## src/rtl/decode_stage.sv

```systemverilog
// decode_stage: registered RV32I/RV64I decoder with main+skid entries; ports: clk/rst/flush, fetch in_valid/in_ready/in_inst/in_pc, execute out_valid/out_ready plus out_* control bundle
module decode_stage #(
  parameter int XLEN = 32
) (
  input  logic            clk,
  input  logic            rst,
  input  logic            flush,
  input  logic            in_valid,
  output logic            in_ready,
  input  logic [31:0]     in_inst,
  input  logic [XLEN-1:0] in_pc,
  output logic            out_valid,
  input  logic            out_ready,
  output logic [XLEN-1:0] out_pc,
  output logic [4:0]      out_rs1,
  output logic [4:0]      out_rs2,
  output logic [4:0]      out_rd,
  output logic [XLEN-1:0] out_imm,
  output logic [3:0]      out_alu_op,
  output logic            out_src_imm,
  output logic            out_src_pc,
  output logic            out_reg_write,
  output logic [1:0]      out_wb_sel,
  output logic            out_mem_rd,
  output logic            out_mem_wr,
  output logic [1:0]      out_mem_size,
  output logic            out_mem_unsigned,
  output logic            out_branch,
  output logic [2:0]      out_br_cond,
  output logic            out_jump,
  output logic            out_jalr,
  output logic            out_word_op,
  output logic            out_illegal
);
  if (XLEN != 32 && XLEN != 64) begin : g_bad_xlen
    $error("decode_stage: XLEN must be 32 or 64");
  end
  localparam bit rv64 = XLEN == 64;
  localparam logic [3:0] a_add = 4'd0, a_sub = 4'd1, a_passb = 4'd10, a_none = 4'd15;
  typedef struct packed {
    logic [XLEN-1:0] pc;
    logic [XLEN-1:0] imm;
    logic [4:0]      rs1;
    logic [4:0]      rs2;
    logic [4:0]      rd;
    logic [3:0]      alu_op;
    logic            src_imm;
    logic            src_pc;
    logic            reg_write;
    logic [1:0]      wb_sel;
    logic            mem_rd;
    logic            mem_wr;
    logic [1:0]      mem_size;
    logic            mem_unsigned;
    logic            branch;
    logic [2:0]      br_cond;
    logic            jump;
    logic            jalr;
    logic            word_op;
    logic            illegal;
  } bundle_t;
  function automatic logic [3:0] alu_of(input logic [2:0] f, input logic alt);
    return f == 3'd0 ? (alt ? a_sub : a_add) : f == 3'd5 ? (alt ? 4'd7 : 4'd6) :
           f == 3'd1 ? 4'd2 : f == 3'd2 ? 4'd3 : f == 3'd3 ? 4'd4 : f == 3'd4 ? 4'd5 :
           f == 3'd6 ? 4'd8 : 4'd9;
  endfunction
  logic [2:0] f3;
  logic [6:0] f7;
  logic [5:0] sh_hi, w_sh;
  logic op_bad, w_f3_bad, bad, m_valid, s_valid, acc;
  logic signed [31:0] imm32;
  bundle_t d, m, s;
  assign f3 = in_inst[14:12];
  assign f7 = in_inst[31:25];
  // shamt[5] is a legal shift-amount bit only on RV64; bit 30 selects arithmetic shift
  assign sh_hi = {in_inst[31], in_inst[29:26], in_inst[25] && !rv64};
  assign w_sh = {in_inst[31], in_inst[29:25]};
  assign op_bad = !(f7 == 7'h00 || (f7 == 7'h20 && (f3 == 3'd0 || f3 == 3'd5)));
  assign w_f3_bad = !(f3 == 3'd0 || f3 == 3'd1 || f3 == 3'd5);
  always_comb begin
    d = '0;
    d.pc = in_pc;
    d.rs1 = in_inst[19:15];
    d.rs2 = in_inst[24:20];
    d.alu_op = a_add;
    imm32 = {{20{in_inst[31]}}, in_inst[31:20]};
    bad = in_inst[1:0] != 2'b11;
    case (in_inst[6:0])
      7'b0110111: begin d.alu_op = a_passb; d.src_imm = 1'b1; d.reg_write = 1'b1; imm32 = {in_inst[31:12], 12'b0}; end
      7'b0010111: begin d.src_pc = 1'b1; d.src_imm = 1'b1; d.reg_write = 1'b1; imm32 = {in_inst[31:12], 12'b0}; end
      7'b1101111: begin
        d.src_pc = 1'b1; d.src_imm = 1'b1; d.reg_write = 1'b1; d.wb_sel = 2'd2; d.jump = 1'b1;
        imm32 = {{12{in_inst[31]}}, in_inst[19:12], in_inst[20], in_inst[30:21], 1'b0};
      end
      7'b1100111: begin
        d.src_imm = 1'b1; d.reg_write = 1'b1; d.wb_sel = 2'd2; d.jump = 1'b1; d.jalr = 1'b1;
        bad = bad | (f3 != 3'd0);
      end
      7'b1100011: begin
        d.alu_op = a_sub; d.branch = 1'b1; d.br_cond = f3;
        imm32 = {{20{in_inst[31]}}, in_inst[7], in_inst[30:25], in_inst[11:8], 1'b0};
        bad = bad | (f3[2:1] == 2'b01);
      end
      7'b0000011: begin
        d.src_imm = 1'b1; d.reg_write = 1'b1; d.wb_sel = 2'd1; d.mem_rd = 1'b1;
        d.mem_size = f3[1:0]; d.mem_unsigned = f3[2];
        bad = bad | (f3 == 3'd7) | (!rv64 && (f3 == 3'd3 || f3 == 3'd6));
      end
      7'b0100011: begin
        d.src_imm = 1'b1; d.mem_wr = 1'b1; d.mem_size = f3[1:0];
        imm32 = {{20{in_inst[31]}}, in_inst[31:25], in_inst[11:7]};
        bad = bad | (f3 > (rv64 ? 3'd3 : 3'd2));
      end
      7'b0010011: begin
        d.alu_op = alu_of(f3, f3 == 3'd5 && in_inst[30]); d.src_imm = 1'b1; d.reg_write = 1'b1;
        bad = bad | ((f3 == 3'd1 || f3 == 3'd5) && (sh_hi != 6'd0 || (f3 == 3'd1 && in_inst[30])));
      end
      7'b0110011: begin d.alu_op = alu_of(f3, in_inst[30]); d.reg_write = 1'b1; bad = bad | op_bad; end
      7'b0011011: begin
        d.alu_op = alu_of(f3, f3 == 3'd5 && in_inst[30]); d.src_imm = 1'b1; d.reg_write = 1'b1; d.word_op = 1'b1;
        bad = bad | !rv64 | w_f3_bad | (f3 != 3'd0 && (w_sh != 6'd0 || (f3 == 3'd1 && in_inst[30])));
      end
      7'b0111011: begin
        d.alu_op = alu_of(f3, in_inst[30]); d.reg_write = 1'b1; d.word_op = 1'b1;
        bad = bad | !rv64 | op_bad | w_f3_bad;
      end
      default: bad = 1'b1;
    endcase
    d.imm = XLEN'(imm32);
    if (bad) begin
      d.alu_op = a_none;
      d.reg_write = 1'b0;
      d.mem_rd = 1'b0;
      d.mem_wr = 1'b0;
      d.branch = 1'b0;
      d.jump = 1'b0;
      d.jalr = 1'b0;
      d.word_op = 1'b0;
    end
    d.illegal = bad;
    d.rd = d.reg_write ? in_inst[11:7] : 5'd0;
  end
  assign in_ready = !s_valid;
  assign acc = in_valid && !s_valid;
  always_ff @(posedge clk or posedge rst) begin
    if (rst) begin
      m_valid <= 1'b0;
      s_valid <= 1'b0;
      m <= '0;
      m.alu_op <= a_none;
      s <= '0;
    end else if (flush) begin
      m_valid <= 1'b0;
      s_valid <= 1'b0;
    end else if (!m_valid || out_ready) begin
      m_valid <= s_valid || acc;
      if (s_valid) begin
        m <= s;
        s_valid <= 1'b0;
      end else if (acc) m <= d;
    end else if (acc) begin
      s <= d;
      s_valid <= 1'b1;
    end
  end
  assign out_valid = m_valid;
  assign out_pc = m.pc;
  assign out_rs1 = m.rs1;
  assign out_rs2 = m.rs2;
  assign out_rd = m.rd;
  assign out_imm = m.imm;
  assign out_alu_op = m.alu_op;
  assign out_src_imm = m.src_imm;
  assign out_src_pc = m.src_pc;
  assign out_reg_write = m.reg_write;
  assign out_wb_sel = m.wb_sel;
  assign out_mem_rd = m.mem_rd;
  assign out_mem_wr = m.mem_wr;
  assign out_mem_size = m.mem_size;
  assign out_mem_unsigned = m.mem_unsigned;
  assign out_branch = m.branch;
  assign out_br_cond = m.br_cond;
  assign out_jump = m.jump;
  assign out_jalr = m.jalr;
  assign out_word_op = m.word_op;
  assign out_illegal = m.illegal;
endmodule

```

## config.mk

```make
export PLATFORM = sky130hd
export DESIGN_NAME = decode_stage
export DESIGN_NICKNAME = d
export VERILOG_FILES = /design/src/rtl/decode_stage.sv
export SDC_FILE = /design/constraint.sdc
export NUM_CORES = 1
export LEC_CHECK = 0
export CAP_MARGIN = 10
export CORE_ASPECT_RATIO = 0.6
export CORE_MARGIN = 2
export CORE_UTILIZATION = 35
export DETAILED_ROUTE_END_ITERATION = 6
export PLACE_DENSITY_LB_ADDON = 0.2
export SYNTH_ARGS = -nofsm -noshare
export SYNTH_HDL_FRONTEND = slang
export SYNTH_SLANG_ARGS = --single-unit
```

## constraint.sdc

```tcl
create_clock -name clk -period 6.55 [get_ports clk]
set_input_delay 1.31 -clock clk [delete_from_list [all_inputs] [get_ports clk]]
set_output_delay 1.31 -clock clk [all_outputs]
set_load 0.05 [all_outputs]
```

==> reports/summary.txt, run 1 <==
status: finished, final reports clean
Clock Power Share: 32.6%
R2R setup slack: 3.75 ns
clk_skew: 0.0118 ns
per-cell routed wire length: 17.7 um
reg2reg path depth: 4
Pins Over Slew Limit: 0
initial drt markers: 417
total negative slack: 0 ns
H-tree Lvls: 1
mean post-synth cell area: 9.33 um^2
FFs w/ async S/R, synth: 100%
layout cells sized above 1: 6.45%
I/O pin cnt: 172
Die Area: 27,400 um^2
Detailed Routing Iterations Pass 1: 5
switching share of power: 32.7%
fin crit share: 62.6%
Initial Util: 35.9%
Adder-Cell Fraction of Synth Area: 0%
yosys warns: 0
Die H: 129 um
Layout area overhead: 28.7%
Final GP Congestion: 0.821
Vias: 7,359
Hold WC Path Type: reg -> reg
Slew HR: 20.0%
P_int: 2.45 mW
Final ANT Viol Nets: 0
final core utilization: 46.1%
largest net degree at the start of global routing: 152
post-placement setup slack: 2.17 ns
PortBufs: 171
post-cts resize count: 0
crit start category: register
Seq/Total Area, Yosys: 56.0%
cts hold-fix bufs: 0
PwrDens: 310 nW/um^2
Cell Rows: 45
initial antenna violation count: 0
Post-Synth XOR/XNOR Area: 0.0960%
drt via density: 5.01
post-detailed-route DRC marker count: 0
Main synth FF type: dfrtp_1
unrepaired setup endpoints after global routing: no
Flop pwr share: 43.3%
main combinational cell family by area after synthesis: simple AND/OR/NAND/NOR gates
mux cell area share after synthesis: 6.68%
clock buffer depth: 3
Crit. End Element: output pin
Cell Area, Synth: 9130 um^2
setup violators final: 0
total grt overflow: 0
Leak: 5.01 nW
Post-synth EDFFs: 0
Seq cells post-synth: 204
final setup margin: 2.45 ns
Yosys cell types: 54
Final Hold Fails: 0
layout net count: 1,172
Antenna Cells: 0
Final min period: 4.10 ns
vias in the first global route: 7,141
Comb power frac: 24.1%
worst-margin pin slew: 1.20 ns
TritonCTS clock tree: done
syn_nets: 1,047
Die X: 212 um
core area: 25,400 um^2
Clock Latency Late Sink: 0.50 ns
critical path class: reg -> out
synthesized instance count: 978
total power: 3.65 mW
Synth Area in Simple Gates: 17.7%
GR Util All Layers: 19.1%
Num Clock Sinks: 204
first-pass GRT wire length: 41,300 um
fmax: 244 MHz
CTS Buf Count: 21
complex-gate fraction of the synthesized area: 16.1%
max-cap violations: 0
Post-CTS Setup Inserts: 0
Crit path required time: 5.24 ns
Routed WL: 26,000 um
clock transition at the registers of the reported paths: 0.07 ns
crit path max fanout: 34
Final HPWL DP: 17,200 um
Worst Path Arrival: 2.79 ns
P_sw: 1.19 mW
CTS root buf: clkbuf_16
VDD IR-drop max: 0.000143 V
Worst Hold Depth: 2
[final timing paths]
check | endpoint | from
hold / removal | s[48]$_DFFE_PP0P_ | s[48]$_DFFE_PP0P_
max in group asynchronous | s_valid$_DFFE_PP0P_ | rst
min in group asynchronous | out_branch$_DFFE_PP0P_ | rst
hold reg to reg | s[48]$_DFFE_PP0P_ | s[48]$_DFFE_PP0P_
setup reg to reg | out_imm[2]$_DFFE_PP0P_ | s_valid$_DFFE_PP0P_
setup / recovery | in_ready | s_valid$_DFFE_PP0P_
[cell families after synthesis]
group,count (synthesis)
mux,59
xor+xnor,1
flops,204
simple gates,383
buf+inv,80
compound gates,251
[synth_stat cells (all sizes together), types with 3 or more instances]
cell type | count | area (um^2)
or3 | 6 | 37.5
mux2 | 15 | 169
a22oi | 4 | 30.0
o31ai | 7 | 52.6
o21ai | 137 | 686
nand3 | 8 | 40.0
nand2 | 307 | 1150
nor4 | 3 | 31.3
o21a | 16 | 120
o211ai | 17 | 128
dfrtp | 200 | 5000
nor3 | 9 | 50.1
buf | 11 | 57.6
and2 | 3 | 18.8
nand2b | 6 | 45.0
a31oi | 4 | 25.0
mux2i | 44 | 440
dfstp | 4 | 105
nor2 | 20 | 75.1
and3 | 4 | 25.0
a41o | 5 | 50.1
clkbuf | 66 | 248
a21oi | 40 | 200
a211oi | 9 | 67.6
a32oi | 3 | 26.3
nor2b | 3 | 18.8
inv | 3 | 11.3
[state kept, by name (all words and copies together), names as in the netlist, 2 cells and up]
signal        flops
s               101
out_imm          32
out_pc           32
out_rd            5
out_rs1           5
out_rs2           5
out_alu_op        4
out_br_cond       3
out_mem_size      2
out_wb_sel        2
[critical path: stages (launching register included)]
cell and delay [ns]:
dfrtp_4 0.71, inv_1 0.63, clkdlybuf4s50_1 0.94
[cells in the final DEF, fill, tap and decap left out, types with 4 or more instances in the layout]
master / Yosys / routed
dfrtp_1: 200 / 199
buf_4: 1 / 7
nand2_1: 307 / 306
clkbuf_8: 0 / 5
mux2i_1: 44 / 44
o21a_1: 16 / 16
clkbuf_1: 66 / 5
and3_1: 4 / 4
nand2b_1: 5 / 5
a41o_1: 5 / 5
dfstp_2: 4 / 4
a31oi_1: 4 / 4
nor2_1: 20 / 20
or3_1: 6 / 5
a22oi_1: 4 / 4
mux2_2: 15 / 15
o21ai_0: 132 / 132
clkdlybuf4s50_1: 0 / 171
o21ai_1: 5 / 5
a21oi_1: 40 / 40
o31ai_1: 7 / 7
a211oi_1: 9 / 9
nand3_1: 8 / 8
o211ai_1: 17 / 17
nor3_1: 8 / 7
clkbuf_16: 0 / 21
clkinv_2: 0 / 4
[final cells by class]
class	count	area (um^2)
tap	352	440
clock inverter	6	58.8
timing repair buffer	179	1780
clock buffer	31	613
inverter	3	15.0
sequential	204	5110
fill	2469	13700
multi-input combinational	694	3720
[through the flow]
step / hold WS [ns] / instances / instance area (um^2)
CTS: 0.466 / 1469 / 11700
finish: 0.464 / 1469 / 11700
detailed placement: 0.452 / 1432 / 11100
global route: 0.491 / 1469 / 11700
global placement: 0.447 / 1432 / 11100
floorplan: 0.433 / 978 / 9130
[power groups by stage]
stage | Clock [mW] | Combinational [mW] | Sequential [mW]
after floorplan | 0 | 0.247 | 1.90
after global placement | 0 | 0.875 | 1.60
after detailed placement | 0 | 0.884 | 1.60
after CTS | 1.22 | 0.888 | 1.58
after global routing | 1.28 | 0.946 | 1.60
final | 1.19 | 0.880 | 1.58
[metal layers]
metal	GRT usage (%)	vias to the layer above	wire length (um)
met4	3.46	0	370
met3	4.36	28	1700
met2	26.2	171	10400
met5	0	-	0
met1	30.5	3567	13500
li1	-	3593	-
(Power assumes the default switching activity.)
==> run 2: changes to the inputs <==
==> constraint.sdc (replaced) <==
create_clock -name clk -period 3.9 [get_ports clk]
set_input_delay 0.78 -clock clk [delete_from_list [all_inputs] [get_ports clk]]
set_output_delay 0.78 -clock clk [all_outputs]
set_load 0.05 [all_outputs]
==> reports/summary.txt, run 2 (synthesis gave the netlist of run 1 again) <==
status: finished, final reports clean
GR Util All Layers: 19.1%
Leak: 5.14 nW
reg2reg path depth: 4
Cell Rows: 45
H-tree Lvls: 1
Worst Hold Depth: 2
Final ANT Viol Nets: 0
Clock Latency Late Sink: 0.51 ns
vias in the first global route: 7,195
Vias: 7,421
initial antenna violation count: 1
total negative slack: 0 ns
initial drt markers: 504
Pins Over Slew Limit: 0
per-cell routed wire length: 17.3 um
CP delay by family, top: flip-flops
Antenna Cells: 0
critical path cell sequence: inv_1 -> clkdlybuf4s50_1
Cell Area, Placed: 11,200 um^2
critical path class: reg -> out
Die Area: 27,400 um^2
Crit path required time: 3.12 ns
layout net count: 1,188
CTS root buf: clkbuf_16
Die H: 129 um
Layout area overhead: 31.5%
clk_skew: 0.0159 ns
core area: 25,400 um^2
Hold WC Path Type: reg -> reg
post-detailed-route DRC marker count: 0
R2R setup slack: 1.26 ns
crit start category: register
Design Area, Final: 12,000 um^2
crit-path max cell delay: 0.96 ns
PwrDens: 525 nW/um^2
fin crit share: 81.1%
commonest non-fill, non-tap cell in the layout: nand2_1
filler cell count: 2,442
cts hold-fix bufs: 0
Routed WL: 25,700 um
largest net degree at the start of global routing: 117
worst hold slack: 0.471 ns
max reg flops: 101
Crit. End Element: output pin
first-pass GRT wire length: 41,400 um
worst-margin pin slew: 0.965 ns
most frequent cells in the layout: 306 x nand2_1, 199 x dfrtp_1, 171 x clkdlybuf4s50_1
fmax: 316 MHz
FF-to-FF Start: s_valid$_DFFE_PP0P_
PortBufs: 171
setup violators final: 0
TritonCTS clock tree: done
Die X: 212 um
post-cts resize count: 0
Final min period: 3.16 ns
Post-CTS Setup Inserts: 0
unrepaired setup endpoints after global routing: no
clock buffer depth: 3
Num Clock Sinks: 204
total grt overflow: 0
VDD IR-drop max: 0.000270 V
Largest Register: s
Min-Delay Endpoint: out_word_op$_DFFE_PP0P_
CTS Buf Count: 22
drt via density: 4.99
Initial Util: 35.9%
clock transition at the registers of the reported paths: 0.06 ns
crit path max fanout: 72
I/O pin cnt: 172
max-cap violations: 0
WP buf/inv: 2
Worst Path Arrival: 2.38 ns
Final GP Congestion: 0.821
Slew HR: 35.6%
Detailed Routing Iterations Pass 1: 5
layout cells sized above 1: 7.75%
Slowest-stage cell, CP: dfrtp_4
Final HPWL DP: 17,600 um
Final Hold Fails: 0
capturing point of the worst reg2reg path: s[21]$_DFFE_PP0P_
HP Start: out_word_op$_DFFE_PP0P_
## run 2: cell types whose count changed in the layout (fill, tap and decap cells not counted), moves of 2 or more
cell       previous run  this run
buf_12                1         6
buf_4                 7        17
clkbuf_1              5         7
clkbuf_16            21        23
clkinv_2              4         2
## run 2: cell type report
class / instances / area, um^2 / share of cell area, %
flip-flops and latches: 204 / 5110 / 42.6
multi-input cells: 694 / 3720 / 31.0
repair buffers: 194 / 1960 / 16.3
clock buffers: 34 / 657 / 5.47
well taps: 352 / 440 / 3.67
clock inverters: 6 / 95.1 / 0.792
inverters: 3 / 15.0 / 0.125
## run 2: per-stage QoR
| stage | utilization (%) | power [mW] | worst slack [ns] | cells |
|---|---|---|---|---|
| floorplan | - | 3.60 | 0.479 | 978 |
| global placement | 44.2 | 4.16 | 0.641 | 1446 |
| detailed placement | 44.2 | 4.19 | 0.544 | 1446 |
| CTS | 47.1 | 6.38 | 0.707 | 1486 |
| global route | 47.1 | 6.62 | 0.558 | 1487 |
| finish | 47.1 | 6.30 | 0.736 | 1487 |
## run 2: worst max-delay path by stage
| stage | slack, ns | endpoint | startpoint | cells after the start |
|---|---|---|---|---|
| final | 0.74 | in_ready | s_valid$_DFFE_PP0P_ | 2 |
| after global routing | 0.56 | in_ready | s_valid$_DFFE_PP0P_ | 2 |
| after CTS | 0.71 | in_ready | s_valid$_DFFE_PP0P_ | 2 |
| after detailed placement | 0.54 | s[21]$_DFFE_PP0P_ | in_inst[5] | 6 |
| after global placement | 0.64 | out_imm[12]$_DFFE_PP0P_ | in_inst[5] | 6 |
| after floorplan | 0.48 | out_br_cond[0]$_DFFE_PP0P_ | rst | 1 |
## run 2: power by group
part	internal, mW	total [mW]	switching, mW
Sequential	2.46	2.65	0.191
Combinational	0.521	1.49	0.969
Clock	1.30	2.16	0.860
## run 2: routing by layer
layer  up-vias  global-route usage (%)  wire length, um
met5         -                       0               17
met4         2                    2.96              263
met3        26                    5.65             1870
met2       175                    26.7            10600
met1      3594                    29.6            12900
li1       3624                       -                -
## run 2: worst register-to-register path: stages (launching register included)
cell and delay, ns:
dfrtp_4 0.78, nor3_1 0.53, nand2_4 0.29, nor4_2 0.73, a21oi_1 0.15
==> run 3: changes to the inputs <==
==> constraint.sdc (replaced) <==
create_clock -name clk -period 2.9 [get_ports clk]
set_input_delay 0.58 -clock clk [delete_from_list [all_inputs] [get_ports clk]]
set_output_delay 0.58 -clock clk [all_outputs]
set_load 0.05 [all_outputs]
==> reports/summary.txt, run 3 (synthesis gave the netlist of run 1 again) <==
status: finished, final reports clean
switching share of power: 33.0%
core area: 25,400 um^2
crit-path max cell delay: 0.86 ns
Final ANT Viol Nets: 0
fmax: 405 MHz
Layout area overhead: 32.8%
CP delay by family, top: buffers and inverters
Cell Rows: 45
layout net count: 1,209
total grt overflow: 0
per-cell routed wire length: 17.6 um
clk_skew: 0.0208 ns
reg2reg path depth: 4
Routed WL: 26,500 um
GR Util All Layers: 19.6%
total power: 8.24 mW
Largest Register: s
R2R setup slack: 0.98 ns
worst-margin pin slew: 1.07 ns
Flop pwr share: 43.1%
total negative slack: 0 ns
critical path class: reg -> out
FF-to-FF Start: s_valid$_DFFE_PP0P_
drt via density: 4.98
I/O pin cnt: 172
TritonCTS clock tree: done
Final min period: 2.47 ns
Final HPWL DP: 18,000 um
worst hold slack: 0.466 ns
post-placement setup slack: 0.0131 ns
commonest non-fill, non-tap cell in the layout: nand2_1
clock buffer depth: 3
Clock Latency Late Sink: 0.52 ns
Clock Power Share: 32.1%
Final Hold Fails: 0
initial drt markers: 578
P_sw: 2.72 mW
Comb power frac: 24.7%
Slew HR: 28.8%
PwrDens: 680 nW/um^2
Hold WC Path Type: reg -> reg
Worst path depth: 1
vias in the first global route: 7,046
Initial Util: 35.9%
setup violators final: 0
initial antenna violation count: 1
H-tree Lvls: 1
crit start category: register
filler cell count: 2,446
WP buf/inv: 1
post-detailed-route DRC marker count: 0
crit path max fanout: 2
Post-CTS Setup Inserts: 0
VDD IR-drop max: 0.000461 V
Crit. End Element: output pin
Die H: 129 um
Final GP Congestion: 0.876
final setup margin: 0.429 ns
Vias: 7,501
unrepaired setup endpoints after global routing: no
Pins Over Slew Limit: 0
Leak: 5.23 nW
CTS Buf Count: 21
layout cells sized above 1: 9.52%
Antenna Cells: 0
Worst Setup EP: out_alu_op[1]
clock transition at the registers of the reported paths: 0.06 ns
Slowest-stage cell, CP: clkdlybuf4s50_1
Setup crit start: out_alu_op[1]$_DFFE_PP1P_
P_int: 5.52 mW
PortBufs: 171
Num Clock Sinks: 204
max reg flops: 101
Detailed Routing Iterations Pass 1: 5
max-cap violations: 0
largest net degree at the start of global routing: 84
capturing point of the worst reg2reg path: s[24]$_DFFE_PP0P_
first-pass GRT wire length: 41,800 um
Worst Path Arrival: 1.89 ns
CTS root buf: clkbuf_16
Die Area: 27,400 um^2
critical path cell sequence: clkdlybuf4s50_1
cts hold-fix bufs: 0
Crit path required time: 2.32 ns
fin crit share: 85.2%
post-cts resize count: 0
most frequent cells in the layout: 306 x nand2_1, 199 x dfrtp_1, 170 x clkdlybuf4s50_1
Die X: 212 um
## run 3: metrics by stage
stage | instance area, um^2 | cells | utilization [%]
after floorplan | 9130 | 978 | -
after global placement | 11500 | 1469 | 45.0
after detailed placement | 11500 | 1469 | 45.0
after CTS | 12100 | 1507 | 47.6
after global routing | 12100 | 1507 | 47.6
final | 12100 | 1507 | 47.6
## run 3: layout make-up
cell class / count / area [um^2] / share of cell area, %
sequential: 204 / 5110 / 42.2
multi-input combinational: 694 / 3720 / 30.7
timing repair buffer: 216 / 2170 / 17.9
clock buffer: 33 / 631 / 5.20
tap: 352 / 440 / 3.63
clock inverter: 5 / 28.8 / 0.237
inverter: 3 / 15.0 / 0.124
## run 3: routing by layer
layer / vias to the layer above / share of wire [%] / GRT usage [%]
met3: 29 / 7.0 / 5.02
met2: 194 / 41 / 26.7
met5: - / 0.049 / 0
li1: 3669 / - / -
met1: 3607 / 51 / 31.4
met4: 2 / 1.0 / 2.88
## run 3: worst min-delay path by stage
stage	from	end	slack, ns	depth (start not counted)
2_1_floorplan	s[48]$_DFFE_PP0P_	s[48]$_DFFE_PP0P_	0.43	2
3_3_place_gp	s[48]$_DFFE_PP0P_	s[48]$_DFFE_PP0P_	0.45	2
3_5_place_dp	s[48]$_DFFE_PP0P_	s[48]$_DFFE_PP0P_	0.45	2
4_1_cts	out_word_op$_DFFE_PP0P_	out_word_op$_DFFE_PP0P_	0.47	2
5_1_grt	out_word_op$_DFFE_PP0P_	out_word_op$_DFFE_PP0P_	0.49	2
6_report	out_word_op$_DFFE_PP0P_	out_word_op$_DFFE_PP0P_	0.47	2
## run 3: power by group through the flow
stage          Clock, mW  Sequential, mW  Combinational [mW]
3_3_place_gp           0            3.59                2.04
2_1_floorplan          0            4.29               0.557
5_1_grt             2.87            3.61                2.20
6_report            2.65            3.56                2.04
3_5_place_dp           0            3.60                2.05
4_1_cts             2.73            3.56                2.06
## run 3: tightest hold or removal path: stages (launching register included)
cell and delay [ns]:
dfrtp_1 0.34, nand2_1 0.05, nand2_1 0.05
==> RTL change: new RTL, flow settings as in run 3 <==
Set the parameter `XLEN` to 64 (it was 32).
--- a/src/rtl/decode_stage.sv
+++ b/src/rtl/decode_stage.sv
@@ -1,6 +1,6 @@
 // decode_stage: registered RV32I/RV64I decoder with main+skid entries; ports: clk/rst/flush, fetch in_valid/in_ready/in_inst/in_pc, execute out_valid/out_ready plus out_* control bundle
 module decode_stage #(
-  parameter int XLEN = 32
+  parameter int XLEN = 64
 ) (
   input  logic            clk,
   input  logic            rst,
Interface: changed (resized in_pc, out_imm and out_pc); port bits go from 172 to 268. No check against the original RTL was run, so the function may have changed too.
==> RTL change against run 3 <==
First-iteration DRC count rose by 15%; sequential cell count rose by 64; routed wire length rose by 38%; count of clock-buffer cells in the layout rose by 4; setup slack got worse by 180 ps; power rose by 40%; synthesized cell count rose by 37%; area after synthesis rose by 33%; combinational power rose by 48%; final area rose by 36%; critical endpoint is now out_imm[36]; largest cell class unchanged.
==> RTL change: results (changes against run 3) <==
[outcome]
status=complete, no violations

[yosys]
synth_compound_area_frac=0.138  ; -0.0225
synth-seq-area-share=0.553  ; -0.00664
synth-seq-cells=268  ; +31%
synth_xor_xnor_area_share=0.000722  ; -0.000238
synth.mux.area_fraction=0.0654  ; -0.00137
synth_area_leaders=dfrtp_1 54%, nand2_1 13%, o21ai_0 7.4%
synth_common_cells=427 x nand2_1, 264 x dfrtp_1, 180 x o21ai_0

[global_routing]
grt_pass1_vias=9715  ; +38%
antenna_found_initial=0  ; -1
grt_max_degree=175  ; +110%
track_usage=0.201  ; +0.00468
grt_first_pass_wirelength_um=57000  ; +36%

[critical_path]
r2r_end=out_pc[24]
crit_end=out_imm[36]
crit_path_max_fanout=33  ; +31
ff2ff_path_depth=6  ; +2

[placed_design]
place_inst=2016  ; +37%
hpwl_um=25300  ; +40%
placed_area_um2=15600  ; +36%
dp_slack_ps=-40.4  ; -53.5 ps
io_buffers=267  ; +56%
gp_congestion=0.875  ; about the same

[min_path]
holdPathEnd=s[106]

[cells_and_area]
finalNonFillerCells=2064  ; +37%
fin_nets=1688  ; +40%
largest_reg_flops=133  ; +32%
signal_buffers=351  ; +63%
n_clock_buffer=37  ; +12%
seqAreaFraction=0.407  ; -0.0152
multi_input_cells=934  ; +35%
num-fill-cells=3190  ; +30%
buffer_area_frac=0.210  ; +0.0305
nNonClkInverters=4  ; +1

[detailed_routing]
vias_per_cell=4.92  ; -1.1%
drt_iter0_drc=666  ; +15%
routed_wl_um=36500  ; +38%

[timing]
worst_slew_pin_slew_ps=908  ; -159 ps
whs_ps=474  ; +8.71 ps

[clocking]
worstSkewPairLatency_ps=550  ; +30 ps
numCtsBuffers=28  ; +33%

[power_and_ir_drop]
ir_drop_mv=0.462  ; +0.36%
leakage_nw=7.29  ; +39%

## RTL change: cell count changes after synthesis, moves of 15 or more
| cell | run 3 | this run |
|---|---|---|
| o211ai_1 | 17 | 2 |
| mux2i_1 | 44 | 77 |
| nand2_1 | 307 | 427 |
| buf_4 | 1 | 35 |
| nor2_1 | 20 | 43 |
| a21oi_1 | 40 | 67 |
| dfrtp_1 | 200 | 264 |
| o21ai_0 | 132 | 180 |
## RTL change: power by group
group	total [W]	switching (W)	internal [W]	leakage [nW]
clock network	0.00383	0.00154	0.00229	0.456
logic	0.00301	0.00197	0.00104	3.43
registers	0.00468	0.000330	0.00435	3.40
## RTL change: cell families after synthesis
logic type / after synthesis
muxes: 79
buffers and inverters: 134
xor gates and xnor gates: 1
AOI/OAI and AO/OA: 306
and+or+nand+nor: 548
DFF: 268
## RTL change: routing by layer
layer,track usage,vias up,routed length [um]
met1,0.316,4889,18200
met3,0.0431,36,2640
met2,0.284,289,15100
met4,0.0329,0,493
li1,-,4950,-
met5,0,-,0
